<file path="src/rtl/seg7_scan_driver.sv">
// -----------------------------------------------------------------------------
// seg7_scan_driver
//   Scans a 4-digit multiplexed 7-segment display from a 16-bit hex value
//   written over the CPU peripheral bus. The value is double-buffered: a CPU
//   write lands in a pending buffer and only becomes visible at the next
//   digit3->digit0 wrap, so a frame never shows a mix of old and new digits.
//
// Parameters
//   CLK_DIV    clk cycles per digit slot (>= 2); one frame = 4*CLK_DIV cycles
//   BLANK_LZ   1: dark leading-zero digits 3..1 (digit 0 always lit)
//
// Ports
//   clk         system clock, rising edge
//   reset       asynchronous, active-low reset
//   enable      1: scan the display, 0: all digits dark, scan held at digit 0
//   wr_en       single-cycle write strobe
//   wr_data     hex value, nibble k drives digit k (digit 0 = rightmost)
//   wr_dp       decimal point per digit (1 = lit), captured with wr_data
//   AN          anode selects, active-low, one-hot-low while scanning
//   BCD         segments {dp,g,f,e,d,c,b,a}, active-low
//   frame_done  one-cycle pulse following each digit3->digit0 wrap
// -----------------------------------------------------------------------------
module seg7_scan_driver #(
    parameter int unsigned CLK_DIV  = 100000,
    parameter bit          BLANK_LZ = 1'b0
) (
    input  logic        clk,
    input  logic        reset,
    input  logic        enable,
    input  logic        wr_en,
    input  logic [15:0] wr_data,
    input  logic [3:0]  wr_dp,
    output logic [3:0]  AN,
    output logic [7:0]  BCD,
    output logic        frame_done
);

    localparam int unsigned DATA_W  = 16;
    localparam int unsigned DIGITS  = 4;
    localparam int unsigned IDX_W   = 2;
    localparam int unsigned NIB_W   = 4;
    localparam int unsigned SEG_W   = 7;
    localparam int unsigned DIV_W   = (CLK_DIV > 2) ? $clog2(CLK_DIV) : 1;

    localparam logic [DIV_W-1:0] DIV_LAST = DIV_W'(CLK_DIV - 1);
    localparam logic [IDX_W-1:0] IDX_LAST = IDX_W'(DIGITS - 1);

    // Scan position
    logic [DIV_W-1:0]  div_cnt;
    logic [IDX_W-1:0]  idx;

    // Visible and pending display buffers
    logic [DATA_W-1:0] shown_val;
    logic [DIGITS-1:0] shown_dp;
    logic [DATA_W-1:0] pend_val;
    logic [DIGITS-1:0] pend_dp;
    logic              pend_vld;

    // Combinational decode of the current slot
    logic              slot_end_c;
    logic              frame_end_c;
    logic [NIB_W-1:0]  cur_nib_c;
    logic              cur_dp_c;
    logic              upper_zero_c;
    logic              blank_c;
    logic [SEG_W-1:0]  seg_c;
    logic [DIGITS-1:0] an_c;

    // Hex digit to active-low {g,f,e,d,c,b,a}
    function automatic logic [SEG_W-1:0] hex_seg(input logic [NIB_W-1:0] nib);
        logic [SEG_W-1:0] seg;
        seg = 7'h7F;
        case (nib)
            4'h0: seg = 7'h40;
            4'h1: seg = 7'h79;
            4'h2: seg = 7'h24;
            4'h3: seg = 7'h30;
            4'h4: seg = 7'h19;
            4'h5: seg = 7'h12;
            4'h6: seg = 7'h02;
            4'h7: seg = 7'h78;
            4'h8: seg = 7'h00;
            4'h9: seg = 7'h10;
            4'hA: seg = 7'h08;
            4'hB: seg = 7'h03;
            4'hC: seg = 7'h46;
            4'hD: seg = 7'h21;
            4'hE: seg = 7'h06;
            4'hF: seg = 7'h0E;
            default: seg = 7'h7F;
        endcase
        return seg;
    endfunction

    // Slot / frame boundary detection
    always_comb begin
        slot_end_c  = enable && (div_cnt == DIV_LAST);
        frame_end_c = slot_end_c && (idx == IDX_LAST);
    end

    // Select the nibble for the current digit and decide leading-zero blanking
    always_comb begin
        cur_nib_c    = shown_val[3:0];
        upper_zero_c = 1'b0;
        case (idx)
            2'd0: begin
                cur_nib_c    = shown_val[3:0];
                upper_zero_c = 1'b0;
            end
            2'd1: begin
                cur_nib_c    = shown_val[7:4];
                upper_zero_c = (shown_val[15:4] == 12'h000);
            end
            2'd2: begin
                cur_nib_c    = shown_val[11:8];
                upper_zero_c = (shown_val[15:8] == 8'h00);
            end
            default: begin
                cur_nib_c    = shown_val[15:12];
                upper_zero_c = (shown_val[15:12] == 4'h0);
            end
        endcase
        cur_dp_c = shown_dp[idx];
        // A lit decimal point keeps its digit visible even when it is a leading zero
        blank_c  = BLANK_LZ && (idx != 2'd0) && !cur_dp_c && upper_zero_c;
        seg_c    = hex_seg(cur_nib_c);
        an_c     = ~(DIGITS'(1) << idx);
    end

    // Refresh divider and digit index; held at slot 0 while disabled
    always_ff @(posedge clk or negedge reset) begin
        if (!reset) begin
            div_cnt    <= '0;
            idx        <= '0;
            frame_done <= 1'b0;
        end else if (!enable) begin
            div_cnt    <= '0;
            idx        <= '0;
            frame_done <= 1'b0;
        end else begin
            frame_done <= frame_end_c;
            if (slot_end_c) begin
                div_cnt <= '0;
                idx     <= idx + IDX_W'(1);
            end else begin
                div_cnt <= div_cnt + DIV_W'(1);
            end
        end
    end

    // Double buffer: writes wait in pending until the frame wraps; while the
    // display is dark there is no frame to tear, so commits are immediate.
    always_ff @(posedge clk or negedge reset) begin
        if (!reset) begin
            shown_val <= '0;
            shown_dp  <= '0;
            pend_val  <= '0;
            pend_dp   <= '0;
            pend_vld  <= 1'b0;
        end else if (!enable || frame_end_c) begin
            if (wr_en) begin
                shown_val <= wr_data;
                shown_dp  <= wr_dp;
            end else if (pend_vld) begin
                shown_val <= pend_val;
                shown_dp  <= pend_dp;
            end
            pend_vld <= 1'b0;
        end else if (wr_en) begin
            pend_val <= wr_data;
            pend_dp  <= wr_dp;
            pend_vld <= 1'b1;
        end
    end

    // Registered pin drive, one cycle behind the scan index
    always_ff @(posedge clk or negedge reset) begin
        if (!reset) begin
            AN  <= 4'hF;
            BCD <= 8'hFF;
        end else if (!enable || blank_c) begin
            AN  <= 4'hF;
            BCD <= 8'hFF;
        end else begin
            AN  <= an_c;
            BCD <= {~cur_dp_c, seg_c};
        end
    end

endmodule

</file>
<file path="config.mk">
export PLATFORM = sky130hd
export DESIGN_NAME = seg7_scan_driver
export DESIGN_NICKNAME = d
export VERILOG_FILES = /design/src/rtl/seg7_scan_driver.sv
export SDC_FILE = /design/constraint.sdc
export NUM_CORES = 1
export LEC_CHECK = 0
export BUFFER_PORTS_ARGS = -buffer_cell sky130_fd_sc_hd__buf_4
export CAP_MARGIN = 0
export CORE_MARGIN = 10
export CORE_UTILIZATION = 55
export CTS_CLUSTER_SIZE = 24
export DETAILED_ROUTE_END_ITERATION = 10
export PLACE_DENSITY = 0.75
export SYNTH_ARGS = -nofsm -noshare
export SYNTH_HDL_FRONTEND = slang
export SYNTH_SLANG_ARGS = --single-unit
</file>
<file path="constraint.sdc">
create_clock -name clk -period 6.9 [get_ports clk]
set_clock_uncertainty 0.1 [all_clocks]
set_input_delay 1.035 -clock clk [delete_from_list [all_inputs] [get_ports clk]]
set_output_delay 1.035 -clock clk [all_outputs]
set_load 0.02 [all_outputs]
</file>
# Word-level counts from Yosys, hierarchy flattened

Memory sizes are Yosys's and may differ from the RTL's.
Cells that the tools add are included.

Input port bits: 24
Logic and storage cells: 48
Memory bits (writable): 0
Flip-flop bits (word level): 73
Bits in read-only memories: 112
Bits in latches: 0
Output and inout port bits: 13
Memories: 1

Memories:

| memory          | words | bits a word | rd ports | clocked after memory_dff | write ports | RTL line | source |
|---|---|---|---|---|---|---|---|
| (no name shown) | 16    | 7           | 1        | 0                        | 0           | 73       | `case (nib)` |

Muxes and demuxes: 16
Multiply operators: 0
Eq/ne operators: 5
Bitwise operators: 3
Add/subtract/negate cells: 2
Shift operators: 1
Divide/modulo/power cells: 0
Magnitude comparators: 1
Reductions and logical operators: 9

Operators by type and width:

| cell                                                | count |
|---|---|
| two-way mux 17 bit                                  | 2 |
| two-way mux 16 bit                                  | 2 |
| adder 17 x 1 -> 17 bit (second input constant)      | 1 |
| == test 17 bit (second input constant)              | 1 |
| two-way mux 4 bit                                   | 3 |
| case mux 4 bit (3 select lines)                     | 1 |
| two-way mux 8 bit                                   | 1 |
| == test 2 bit (second input constant)               | 2 |
| two-way mux 1 bit                                   | 4 |
| two-way mux 2 bit                                   | 2 |
| NOT 4 bit                                           | 1 |
| AND reduction 2 bit                                 | 2 |
| nonzero test 2 bit                                  | 2 |
| << shifter 1 x 2 -> 4 bit (first input constant)    | 1 |
| < comparator 2 x 3 -> 1 bit (second input constant) | 1 |
| adder 2 x 1 -> 2 bit (second input constant)        | 1 |
| binary-select mux 1 bit (select 2 bit)              | 1 |
| == test 2 x 1 -> 1 bit (second input constant)      | 1 |
| logical AND 1 bit                                   | 2 |
| zero test 2 bit                                     | 1 |
| != test 2 x 1 -> 1 bit (second input constant)      | 1 |
| NOT 1 bit                                           | 2 |
| zero test 1 bit                                     | 1 |
| logical OR 1 bit                                    | 1 |

# Longest topological paths before layout

Depth in word-level cells: 6
Gate-level depth with buffers: 11
Depth with buffers taken out: 11

# Worst setup path after synthesis

Ideal clock, no wire load.

Path kind: flip-flop to flip-flop
From: register div_cnt[12]
To: register shown_val[10]
Path slack: 4.489 ns
Setup time: 0.123 ns
Data required time: 6.677 ns
Data arrival time: 2.189 ns
Buffers on the path: 3
Stages on the path, launching flop included: 9
Path through: dfrtp_1 or4b_4 or4_1 buf_2 o21ai_2 buf_6 nand2_4 buf_6 o221a_2

Word-level cells in the longest chain between the ends: 5

Ends and longest elaborated chain:

| what                                 | RTL line | source |
|---|---|---|
| from (decl)                          | 49       | `logic [DIV_W-1:0] div_cnt;` |
| from (signal assigned)               | 146      | `div_cnt <= div_cnt + DIV_W'(1);` |
| == test 17 bit                       | 97       | `slot_end_c = enable && (div_cnt == DIV_LAST);` |
| logical AND 1 bit                    | 97       |  |
| logical AND 1 bit                    | 98       | `frame_end_c = slot_end_c && (idx == IDX_LAST);` |
| logical OR 1 bit                     | 160      | `end else if (!enable \|\| frame_end_c) begin` |
| AND reduction 2 bit (no source line) | n/a      |  |
| to (signal assigned)                 | 162      | `shown_val <= wr_data;` |
| to (signal assigned)                 | 165      | `shown_val <= pend_val;` |
| to (decl)                            | 53       | `logic [DATA_W-1:0] shown_val;` |

No other way between the ends.
A chain may end at the register's enable or synchronous reset.

# Final worst setup path

From: register div_cnt[0]
To: register shown_val[2]

Same word-level chain as after synthesis.

==> metrics.md <==
| Metric | Value |
|---|---|
| Status | `finished, final reports clean` |
| Initial core utilization | `55.7%` |
| Core ar. | `0.00672 mm²` |
| Dpl hpwl | `5350 µm` |
| RSZ-0062 raised after global routing | `no` |
| Drt total wl | `8060 µm` |
| Drt wl/cell | `17.2 µm` |
| Final setup viols | `0` |
| Vias per inst | `6.00` |
| H-tree lvl count | `3` |
| Netlist cell types | `46` |
| Synth Instances | `354` |
| CP max stage cell | `nand3_1` |
| Synth area leader | `dfrtp_1` |
| Final GP Congestion | `0.802` |
| # nets final | `420` |
| Worst skew pair latency | `0.35 ns` |
| Flops & latches, synth | `73` |
| CTS tree | `done` |
| Commonest cells in the netlist | `61 x dfrtp_1, 55 x nor2_1, 24 x nand2_1` |
| Sequential Power Share | `51.1%` |
| Via count | `2814` |
| Pre-CTS WS | `4.05 ns` |
| CP max stage delay | `0.68 ns` |
| Post-synth ARST share | `100%` |
| Critical Path AT | `3.04 ns` |
| Largest net degree at the start of global routing | `74` |
| Gr usage total | `16.2%` |
| Clock-pin slew on the worst setup and hold paths | `0.07 ns` |
| Main synth FF type | `dfrtp_1` |
| Int Power | `722 µW` |
| Area growth from synthesis to layout | `13.2%` |
| Power share of the combinational group | `16.4%` |
| Final instance area | `0.00424 mm²` |
| Required time worst endpoint | `7.03 ns` |
| R2R depth | `5` |
| CP Cell Sequence | `ha_1 > nand4_1 > nor4_1 > nand3_1 > o221a_2` |
| CP endpoint kind | `flop` |
| Post-Syn Area | `0.00374 mm²` |
| Final hold violation count | `0` |
| Worst path bufs/invs | `0` |
| Placed cell area | `0.00404 mm²` |
| Max Cap Viol | `0` |
| Die area | `0.0105 mm²` |
| Number of iterations in the first detailed-routing pass | `4` |
| Total congestion overflow | `0` |
| Final ANT Viol Nets | `0` |
| Total Power | `994 µW` |
| Number of DRC markers in iteration 0 | `194` |
| Vias in the first global route | `2851` |
| FMAX | `0.344 GHz` |
| Syn_nets | `390` |
| R2r endpoint | `shown_val[2]` |
| Worst Setup EP | `shown_val[2]` |
| CTS Sinks | `73` |
| Final Max Tran Viols | `0` |
| Largest fanout on the critical path | `16` |
| Hold-fix buffers, CTS | `0` |
| CP startpoint | `div_cnt[0]` |
| Final Util | `63.0%` |
| CP Launch Type | `flop` |
| Reg2Reg Setup Slack | `3.99 ns` |
| CP top delay family | `simple AND/OR/NAND/NOR gates` |
| Ys Warns | `0` |
| Switching share of power | `27.4%` |
| Setup TNS | `0 ns` |
| Post-CTS resize count | `0` |
| Dominant cell by count in the synthesized netlist | `dfrtp_1` |
| Net Switching | `272 µW` |
| Final Cycle Share | `42.1%` |
| Antenna violations before repair | `0` |
| Seq/Total Area, Yosys | `49.2%` |
| Worst reg2reg path startpoint | `div_cnt[0]` |
| Number of synthesized flops with an enable pin | `0` |
| Relative slew margins | `39.0%` |
| FP Rows | `30` |
| # DRC | `0` |
| Number of port buffers | `36` |
| Post-synth top area share | `40.8%` |
| Final min period | `2.91 ns` |
| Die width | `102 µm` |
| Die height | `102 µm` |
| Critical path class | `reg -> reg` |
| Hold/Removal Path Class | `reg -> reg` |
| Worst-Margin Slew | `0.916 ns` |
| Mapped Avg Cell Area | `10.6 µm²` |
| Largest cells by area after synthesis | `dfrtp_1 41%, dfstp_2 8.4%, mux2_2 6.9%, nor2_1 5.5%, o221a_2 4.8%` |
| # diodes | `0` |
| Power per cell area | `235 mW/mm²` |
| Fraction of layout cells with a size suffix above 1 | `28.3%` |
| LEAKAGE | `1.81 nW` |
| IO Count | `37` |
| Worst setup margin | `3.99 ns` |
| CTS buffer count | `9` |
| Setup repair bufs after CTS | `0` |
| Clock Root Buffer | `clkbuf_8` |
| Maximum clock path buffer count | `2` |
| VDD IR max | `123 µV` |
| First-pass GRT wire length | `13600 µm` |
| Clock power frac | `32.5%` |
| Worst path depth | `5` |
## sequential cells by signal, indices dropped and copies added, names as in the netlist, 2 cells and up
register	flops
pend_val	16
pend_dp	4
AN	4
div_cnt	17
shown_dp	4
BCD	8
idx	2
shown_val	16
## cell type report
type	instances	area, µm²
clock buffer	14	183
clock inverter	2	10.0
fill	557	2480
inverter	12	45.0
multi-input combinational	250	1770
sequential	73	1840
tap	80	100
timing repair buffer	38	285
## per-layer routing
metal	share of wire [%]	vias up	routed length, µm	GRT usage (%)
met3	6.2	17	503	3.85
met2	47	83	3820	25.7
met1	44	1362	3580	20.8
li1	-	1352	-	-
met5	0	-	0	0
met4	1.9	0	157	6.72
## cells by family after synthesis
logic type      synth area share [%]
xor+xnor                        3.28
fa+ha+maj                       4.01
mux                             8.59
compound gates                  17.1
simple gates                    14.2
flops                           49.2
buf+inv                         3.68
## cell usage in the layout (no fill, tap or decap), types with 2 or more instances in the layout
master,instances
nand4bb_1,2
o211ai_1,2
inv_1,11
xor2_1,6
o311ai_0,3
dfrtp_1,61
xnor2_1,8
mux2_2,23
nor2_1,55
o221a_2,16
clkinv_2,2
clkbuf_8,13
ha_1,12
a32oi_1,4
nand2_1,24
and2_1,5
nor4_1,2
a211oi_1,17
and3_1,2
a22oi_1,2
a21oi_1,6
buf_4,38
a222oi_1,2
o221ai_1,2
mux2i_1,4
nand4_1,4
nand3_1,11
dfstp_2,12
o21ai_0,6
or3_1,3
o22ai_1,16
## through the flow
stage	instances	hold slack, ns
after floorplan	354	0.355
after global placement	453	0.370
after detailed placement	453	0.382
after CTS	469	0.391
after global routing	469	0.432
final	469	0.388
## how the worst min path moves through the flow
stage,startpoint,end,slack [ns],cells after the start
4_1_cts,div_cnt[0],div_cnt[0],0.39,1
5_1_grt,div_cnt[0],div_cnt[0],0.43,1
6_report,div_cnt[0],div_cnt[0],0.39,1
2_1_floorplan,div_cnt[0],div_cnt[0],0.35,1
3_3_place_gp,div_cnt[0],div_cnt[0],0.37,1
3_5_place_dp,div_cnt[0],div_cnt[0],0.38,1
## power groups by stage
stage	combinational [mW]	clock (mW)	sequential (mW)
floorplan	0.108	0	0.513
global placement	0.158	0	0.513
detailed placement	0.163	0	0.515
CTS	0.164	0.329	0.508
global route	0.182	0.349	0.514
finish	0.163	0.323	0.508
Power figures use the tool's default switching activity.
